`config.mk`:
```
export PLATFORM = sky130hd
export DESIGN_NAME = uart_rx_fifo_flat
export DESIGN_NICKNAME = d
export VERILOG_FILES = /design/src/rtl/uart_rx_fifo_if.sv /design/src/rtl/uart_rx_fifo.sv /design/src/flat_wrapper.sv
export SDC_FILE = /design/constraint.sdc
export NUM_CORES = 1
export LEC_CHECK = 0
export ABC_AREA = 1
export BUFFER_PORTS_ARGS = -buffer_cell sky130_fd_sc_hd__buf_4
export CAP_MARGIN = 20
export CORE_MARGIN = 2
export CORE_UTILIZATION = 65
export CTS_CLUSTER_DIAMETER = 60
export CTS_CLUSTER_SIZE = 25
export DETAILED_ROUTE_END_ITERATION = 10
export GPL_TIMING_DRIVEN = 1
export HOLD_SLACK_MARGIN = 0.06
export PLACE_DENSITY_LB_ADDON = 0.15
export SYNTH_ARGS = -nofsm -noshare
export SYNTH_HDL_FRONTEND = slang
export SYNTH_SLANG_ARGS = --single-unit
```
`constraint.sdc`:
```
create_clock -name clk -period 4.16 [get_ports clk]
set_input_delay 0.416 -clock clk [delete_from_list [all_inputs] [get_ports clk]]
set_output_delay 0.416 -clock clk [all_outputs]
set_load 0.01 [all_outputs]
```
`src/rtl/uart_rx_fifo_if.sv`:
```
// Stream bundle between the UART receiver, the receive FIFO and its consumer.
// s_axis_* carries received characters into the FIFO, m_axis_* carries them out.
// Handshake: a beat moves on a rising clk edge when tvalid and tready are both
// high; tdata/tuser must hold steady while tvalid=1 and tready=0. The s_axis side
// never back-pressures (s_axis_tready is constant 1).
interface uart_rx_fifo_if #(
    parameter int Databits = 8
);
    logic [Databits-1:0] s_axis_tdata;
    logic                s_axis_tvalid;
    logic                s_axis_tready;
    logic                s_axis_tuser;
    logic [Databits-1:0] m_axis_tdata;
    logic                m_axis_tvalid;
    logic                m_axis_tready;
    logic                m_axis_tuser;

    // Receiver / consumer side: produces s_axis beats, consumes m_axis beats.
    modport master (
        output s_axis_tdata,
        output s_axis_tvalid,
        input  s_axis_tready,
        output s_axis_tuser,
        input  m_axis_tdata,
        input  m_axis_tvalid,
        output m_axis_tready,
        input  m_axis_tuser
    );

    // FIFO side: accepts s_axis beats, presents m_axis beats.
    modport slave (
        input  s_axis_tdata,
        input  s_axis_tvalid,
        output s_axis_tready,
        input  s_axis_tuser,
        output m_axis_tdata,
        output m_axis_tvalid,
        input  m_axis_tready,
        output m_axis_tuser
    );
endinterface

```
`src/rtl/uart_rx_fifo.sv`:
```
// Receive-side elastic buffer behind the UART receiver.
// Show-ahead FIFO storing each character with its parity-error flag; the input
// side cannot be stalled, so beats arriving while full (and not popping) are
// dropped and flagged in a sticky overflow bit.
// Optional feature macro: UART_RX_FIFO_DROP_CNT_EN adds a saturating 16-bit
// drop_count output.
module uart_rx_fifo #(
    parameter int  Databits  = 8,
    parameter int  Depth     = 16,
    parameter int  AfThresh  = 12,
    localparam int AddrWidth = $clog2(Depth)
) (
    input  logic                 clk,
    input  logic                 rst_n,
    uart_rx_fifo_if.slave        bus,
    output logic [AddrWidth:0]   count,
    output logic                 almost_full,
    output logic                 overflow,
    input  logic                 overflow_clr
`ifdef UART_RX_FIFO_DROP_CNT_EN
    ,
    output logic [15:0]          drop_count
`endif
);

    localparam logic [AddrWidth:0]   FullCount = (AddrWidth + 1)'(Depth);
    localparam logic [AddrWidth:0]   AfCount   = (AddrWidth + 1)'(AfThresh);
    localparam logic [AddrWidth:0]   CountOne  = (AddrWidth + 1)'(1);
    localparam logic [AddrWidth-1:0] PtrOne    = AddrWidth'(1);

    // Each entry holds {tuser, tdata}.
    logic [Databits:0]    mem [Depth];
    logic [AddrWidth-1:0] wr_ptr;
    logic [AddrWidth-1:0] rd_ptr;
    logic [AddrWidth:0]   count_next;
    logic                 not_empty;
    logic                 full;
    logic                 pop;
    logic                 push;
    logic                 drop;

    // The serial line cannot be paused, so the input is always ready.
    assign bus.s_axis_tready = 1'b1;

    assign not_empty = (count != '0);
    assign full      = (count == FullCount);

    // Head entry is presented straight from storage (first-word fall-through).
    assign bus.m_axis_tvalid = not_empty;
    assign bus.m_axis_tdata  = mem[rd_ptr][Databits-1:0];
    assign bus.m_axis_tuser  = mem[rd_ptr][Databits];

    // A pop in the same cycle frees a slot, so a full FIFO still accepts then.
    assign pop  = not_empty & bus.m_axis_tready;
    assign push = bus.s_axis_tvalid & (!full | pop);
    assign drop = bus.s_axis_tvalid & full & !pop;

    // Occupancy after this edge; also feeds the registered almost_full.
    always_comb begin
        count_next = count;
        if (push && !pop) begin
            count_next = count + CountOne;
        end else if (pop && !push) begin
            count_next = count - CountOne;
        end
    end

    // Storage write; reset clears contents so the head reads 0 when empty.
    always_ff @(posedge clk or negedge rst_n) begin
        if (!rst_n) begin
            for (int i = 0; i < Depth; i++) begin
                mem[i] <= '0;
            end
        end else if (push) begin
            mem[wr_ptr] <= {bus.s_axis_tuser, bus.s_axis_tdata};
        end
    end

    // Read/write pointers wrap naturally at Depth.
    always_ff @(posedge clk or negedge rst_n) begin
        if (!rst_n) begin
            wr_ptr <= '0;
            rd_ptr <= '0;
        end else begin
            if (push) begin
                wr_ptr <= wr_ptr + PtrOne;
            end
            if (pop) begin
                rd_ptr <= rd_ptr + PtrOne;
            end
        end
    end

    // Occupancy and almost_full both come from registers only.
    always_ff @(posedge clk or negedge rst_n) begin
        if (!rst_n) begin
            count       <= '0;
            almost_full <= 1'b0;
        end else begin
            count       <= count_next;
            almost_full <= (count_next >= AfCount);
        end
    end

    // Sticky overflow flag; a drop in the clearing cycle keeps it set.
    always_ff @(posedge clk or negedge rst_n) begin
        if (!rst_n) begin
            overflow <= 1'b0;
        end else if (drop) begin
            overflow <= 1'b1;
        end else if (overflow_clr) begin
            overflow <= 1'b0;
        end
    end

`ifdef UART_RX_FIFO_DROP_CNT_EN
    // Saturating drop counter; a drop during a clear restarts it at 1.
    always_ff @(posedge clk or negedge rst_n) begin
        if (!rst_n) begin
            drop_count <= '0;
        end else if (drop) begin
            if (overflow_clr) begin
                drop_count <= 16'd1;
            end else if (drop_count != 16'hFFFF) begin
                drop_count <= drop_count + 16'd1;
            end
        end else if (overflow_clr) begin
            drop_count <= '0;
        end
    end
`else
`endif

endmodule

```
`src/flat_wrapper.sv`:
```
// flat-port wrapper written by rule: the top's interface ports become plain ports
module uart_rx_fifo_flat 
#(
    parameter int  Databits  = 8,
    parameter int  Depth     = 16,
    parameter int  AfThresh  = 12,
    localparam int AddrWidth = $clog2(Depth)
)
  (clk, rst_n, count, almost_full, overflow, overflow_clr, bus_s_axis_tdata, bus_s_axis_tvalid, bus_s_axis_tready, bus_s_axis_tuser, bus_m_axis_tdata, bus_m_axis_tvalid, bus_m_axis_tready, bus_m_axis_tuser);
  uart_rx_fifo_if #(.Databits(Databits)) bus_i ();
  input  logic clk;
  input  logic rst_n;
  output logic [AddrWidth:0] count;
  output logic almost_full;
  output logic overflow;
  input  logic overflow_clr;
  input wire logic [$bits(bus_i.s_axis_tdata)-1:0] bus_s_axis_tdata;
  input wire logic [$bits(bus_i.s_axis_tvalid)-1:0] bus_s_axis_tvalid;
  output wire logic [$bits(bus_i.s_axis_tready)-1:0] bus_s_axis_tready;
  input wire logic [$bits(bus_i.s_axis_tuser)-1:0] bus_s_axis_tuser;
  output wire logic [$bits(bus_i.m_axis_tdata)-1:0] bus_m_axis_tdata;
  output wire logic [$bits(bus_i.m_axis_tvalid)-1:0] bus_m_axis_tvalid;
  input wire logic [$bits(bus_i.m_axis_tready)-1:0] bus_m_axis_tready;
  output wire logic [$bits(bus_i.m_axis_tuser)-1:0] bus_m_axis_tuser;
  assign bus_i.s_axis_tdata = bus_s_axis_tdata;
  assign bus_i.s_axis_tvalid = bus_s_axis_tvalid;
  assign bus_s_axis_tready = bus_i.s_axis_tready;
  assign bus_i.s_axis_tuser = bus_s_axis_tuser;
  assign bus_m_axis_tdata = bus_i.m_axis_tdata;
  assign bus_m_axis_tvalid = bus_i.m_axis_tvalid;
  assign bus_i.m_axis_tready = bus_m_axis_tready;
  assign bus_m_axis_tuser = bus_i.m_axis_tuser;
  uart_rx_fifo #(.Databits(Databits), .Depth(Depth), .AfThresh(AfThresh)) u_core (.clk(clk), .rst_n(rst_n), .bus(bus_i), .count(count), .almost_full(almost_full), .overflow(overflow), .overflow_clr(overflow_clr));
endmodule
```
==> qor.csv <==
stage,metric,value,unit
status,status,"finished, violations left",
status,violations,DRC,
synth,syn_inst,863,
sta,tns,0,ns
flow_run,max_cap_violations,0,
placement,hpwlAfterDp,11300,um
synth,yosysTopAreaCell,dfrtp_1,
power,swShare,41.4,%
global_routing,grt_antenna_before_repair,0,
synth,ys_ff_latch,159,
floorplan,die_w,113,um
placement,io_buffers,30,
clock_network,tritoncts,yes,
synth,synth_edf_count,0,
synth,synth_area,7740,um2
finish,fin_area,8510,um2
critical_path,critPathKind,flop to output port,
synth,ys.flop_type,dfrtp_1,
power,p_int,4.25,mW
critical_path,crit_family,buffers and inverters,
clock_network,cts_max_level,4,
detailed_routing,drt-initial-drc-count,840,
power,pwr-share-clk,20.6,%
finish,final_common_cell,nand2_1,
synth,syn_area_per_cell,8.96,um2
finish,num_antenna_cells,0,
detailed_routing,vias,6381,
clock_network,clkTransAtPathRegs,0.06,ns
global_routing,grtUsageMet2,51.7,%
global_routing,grt.met1_usage,44.7,%
floorplan,die-area,12800,um2
detailed_routing,vias_per_cell,6.26,
finish,drive_above_1_share,16.9,%
detailed_routing,drc,3,
sta,finClkSkew,0.00597,ns
power,power_density,852,nW/um2
sta,relSlewSlack,50.1,%
critical_path,worstPathMaxFanout,39,
clock_network,cts.sinks,159,
synth,yosysWarnings,0,
clock_network,cts_setup_buffers,0,
hold_path,worstHoldPathType,input port to flop,
critical_path,startpoint_type,flop,
synth,synth_xor_xnor_area_share,1.13,%
finish,area_growth,10.0,%
synth,synth-compound-area-share,20.7,%
finish,finalNetCount,885,
placement,routabilityCongestion,0.867,
floorplan,start_util,67.2,%
clock_network,clock_latency,0.44,ns
detailed_routing,drt_wl_total,19700,um
synth,synth-simple-area-share,20.0,%
clock_network,cts_made_buffers,17,
synth,ys_seq_area_share,51.4,%
power,switchingPower,3.00,mW
sta,period_needed,2.82,ns
detailed_routing,first_pass_iters,9,
global_routing,grt_usage,33.2,%
synth,synth_top_area_share,51.4,%
detailed_routing,routedWlPerCell,19.3,um
finish,final_cell_mix,"nand2_1, dfrtp_1, o21ai_0",
sta,layout_setup_ws,1.34,ns
sta,hold_violations,0,
sta,fin_crit_sh,67.7,%
power,p_leak,3.95,nW
sta,finalSetupViolCount,0,
floorplan,core_region_area,11500,um2
critical_path,end_kind,output port,
synth,synth-adder-area-share,1.13,%
critical_path,crit_arrival,2.40,ns
sta,clock.fmax,355,MHz
critical_path,cp_data_required_time,3.74,ns
critical_path,crit_path_top_delay_cell,buf_4,
power,pwr-share-comb,40.6,%
critical_path,path_buf_inv,3,
critical_path,crit_chain,inv_2 > buf_4 > nor2_1 > nor2_1 > o21ai_0 > o211ai_1 > nand3_1 > nand2_1 > buf_4,
detailed_routing,antenna_left,0,
global_routing,grt_pass1_vias,6375,
floorplan,pin_count,32,
synth,async_flop_share,100,%
power,max-vdd-ir-drop,0.495,mV
global_routing,grt_max_degree,114,
power,power_frac_seq,38.8,%
sta,rsz0062_at_grt,false,
clock_network,clockBufferDepth,2,
sta,whs,0.175,ns
synth,muxShareOfSynthArea,0,%
sta,slew_viol_final,0,
placement,place_ws,1.73,ns
clock_network,cts-root-buf,clkbuf_16,
placement,post_dp_cell_area,7890,um2
synth,synth_top_family_by_area,compound AO/OA/AOI/OAI gates,
critical_path,slowest_delay,0.46,ns
synth,syn_nets,884,
global_routing,grt-ovfl-total,0,
synth,synth.distinct_cells,35,
global_routing,grt_pass1_wl,32800,um
synth,synthTopCellsByArea,"dfrtp_1, o21ai_0, nand2_1",
global_routing,met3_usage,9.37,%
global_routing,grt_most_used_layer,met2,
sta,tightest_slew,0.747,ns
floorplan,rows,39,
floorplan,die_h,113,um
Yosys cell counts (2+ instances only):
cell type	n
buf_1	4
buf_2	9
buf_6	7
clkbuf_1	30
clkbuf_2	6
dfrtp_1	159
ha_1	7
inv_1	22
inv_2	4
nand2_1	179
nand2_2	2
nand2_4	2
nand3_1	18
nand3_2	2
nand3_4	2
nand4_1	4
nand4_2	6
nand4_4	6
nor2_1	111
o211ai_1	36
o21ai_0	154
o21ai_1	22
o21ai_2	50
xor2_1	10
cell type report:
| cell class | count | area [um2] |
|---|---|---|
| clock buffers | 21 | 440 |
| clock inverters | 11 | 118 |
| fillers | 825 | 3000 |
| inverters | 29 | 119 |
| multi-input cells | 617 | 3330 |
| flip-flops and latches | 159 | 3980 |
| well taps | 143 | 179 |
| repair buffers | 40 | 347 |
per-stage QoR:
stage | total power, mW | utilization [%] | instances
6_report | 7.25 | 73.9 | 1020
5_1_grt | 7.77 | 73.9 | 1020
4_1_cts | 7.16 | 73.4 | 1017
3_5_place_dp | 5.62 | 68.5 | 985
3_3_place_gp | 5.50 | 68.5 | 985
2_1_floorplan | 4.79 | - | 863
sequential cells by signal, indices dropped and copies added (netlist names):
register            flops
u_core.almost_full      1
u_core.count            5
u_core.mem            144
u_core.rd_ptr           4
u_core.overflow         1
u_core.wr_ptr           4
worst paths after layout:
kind / start / end / slack [ns] / depth (start not counted)
worst min-delay path: overflow_clr / u_core.overflow$_DFFE_PN0P_ / 0.17 / 2
min in group asynchronous: rst_n / u_core.count[0]$_DFF_PN0_ / 0.44 / 2
worst max register to register: u_core.count[0]$_DFF_PN0_ / u_core.mem[51]$_DFFE_PN0P_ / 1.91 / 10
max in group asynchronous: rst_n / u_core.mem[57]$_DFFE_PN0P_ / 2.63 / 4
worst min register to register: u_core.mem[84]$_DFFE_PN0P_ / u_core.mem[84]$_DFFE_PN0P_ / 0.48 / 2
worst max-delay path: u_core.rd_ptr[0]$_DFFE_PN0P_ / bus_m_axis_tuser / 1.34 / 9
worst register-to-register path: cells and delay by family, from the launching register on:
kind	cells	cell delay, ns
adders and majority gates	1	0.26
DFF	1	0.43
buffers and inverters	2	0.25
and+or+nand+nor	6	1.02
AOI/OAI and AO/OA	1	0.13
metal layers:
layer / share of wire (%) / wire (um)
met5: 0 / 0
met4: 2.6 / 507
met3: 8.5 / 1670
met2: 48 / 9470
met1: 41 / 8070
power groups by stage:
stage | combinational (mW) | clock, mW | sequential (mW)
detailed placement | 2.78 | 0 | 2.84
finish | 2.94 | 1.49 | 2.82
floorplan | 2.20 | 0 | 2.59
global placement | 2.69 | 0 | 2.81
CTS | 2.83 | 1.49 | 2.83
global route | 3.31 | 1.56 | 2.91
cell families after synthesis:
family,Yosys count
AOI/OAI and AO/OA,264
xor gates and xnor gates,10
adders and majority gates,7
buffers and inverters,87
DFF,159
other,1
and+or+nand+nor,335
repair_timing:
item,CTS,global route
endpoints found under the hold margin,0,36
endpoints found under the setup margin,0,0
gates resized for setup,0,0
hold buffers,0,1
Note: power is estimated with default switching activity, not from simulation.
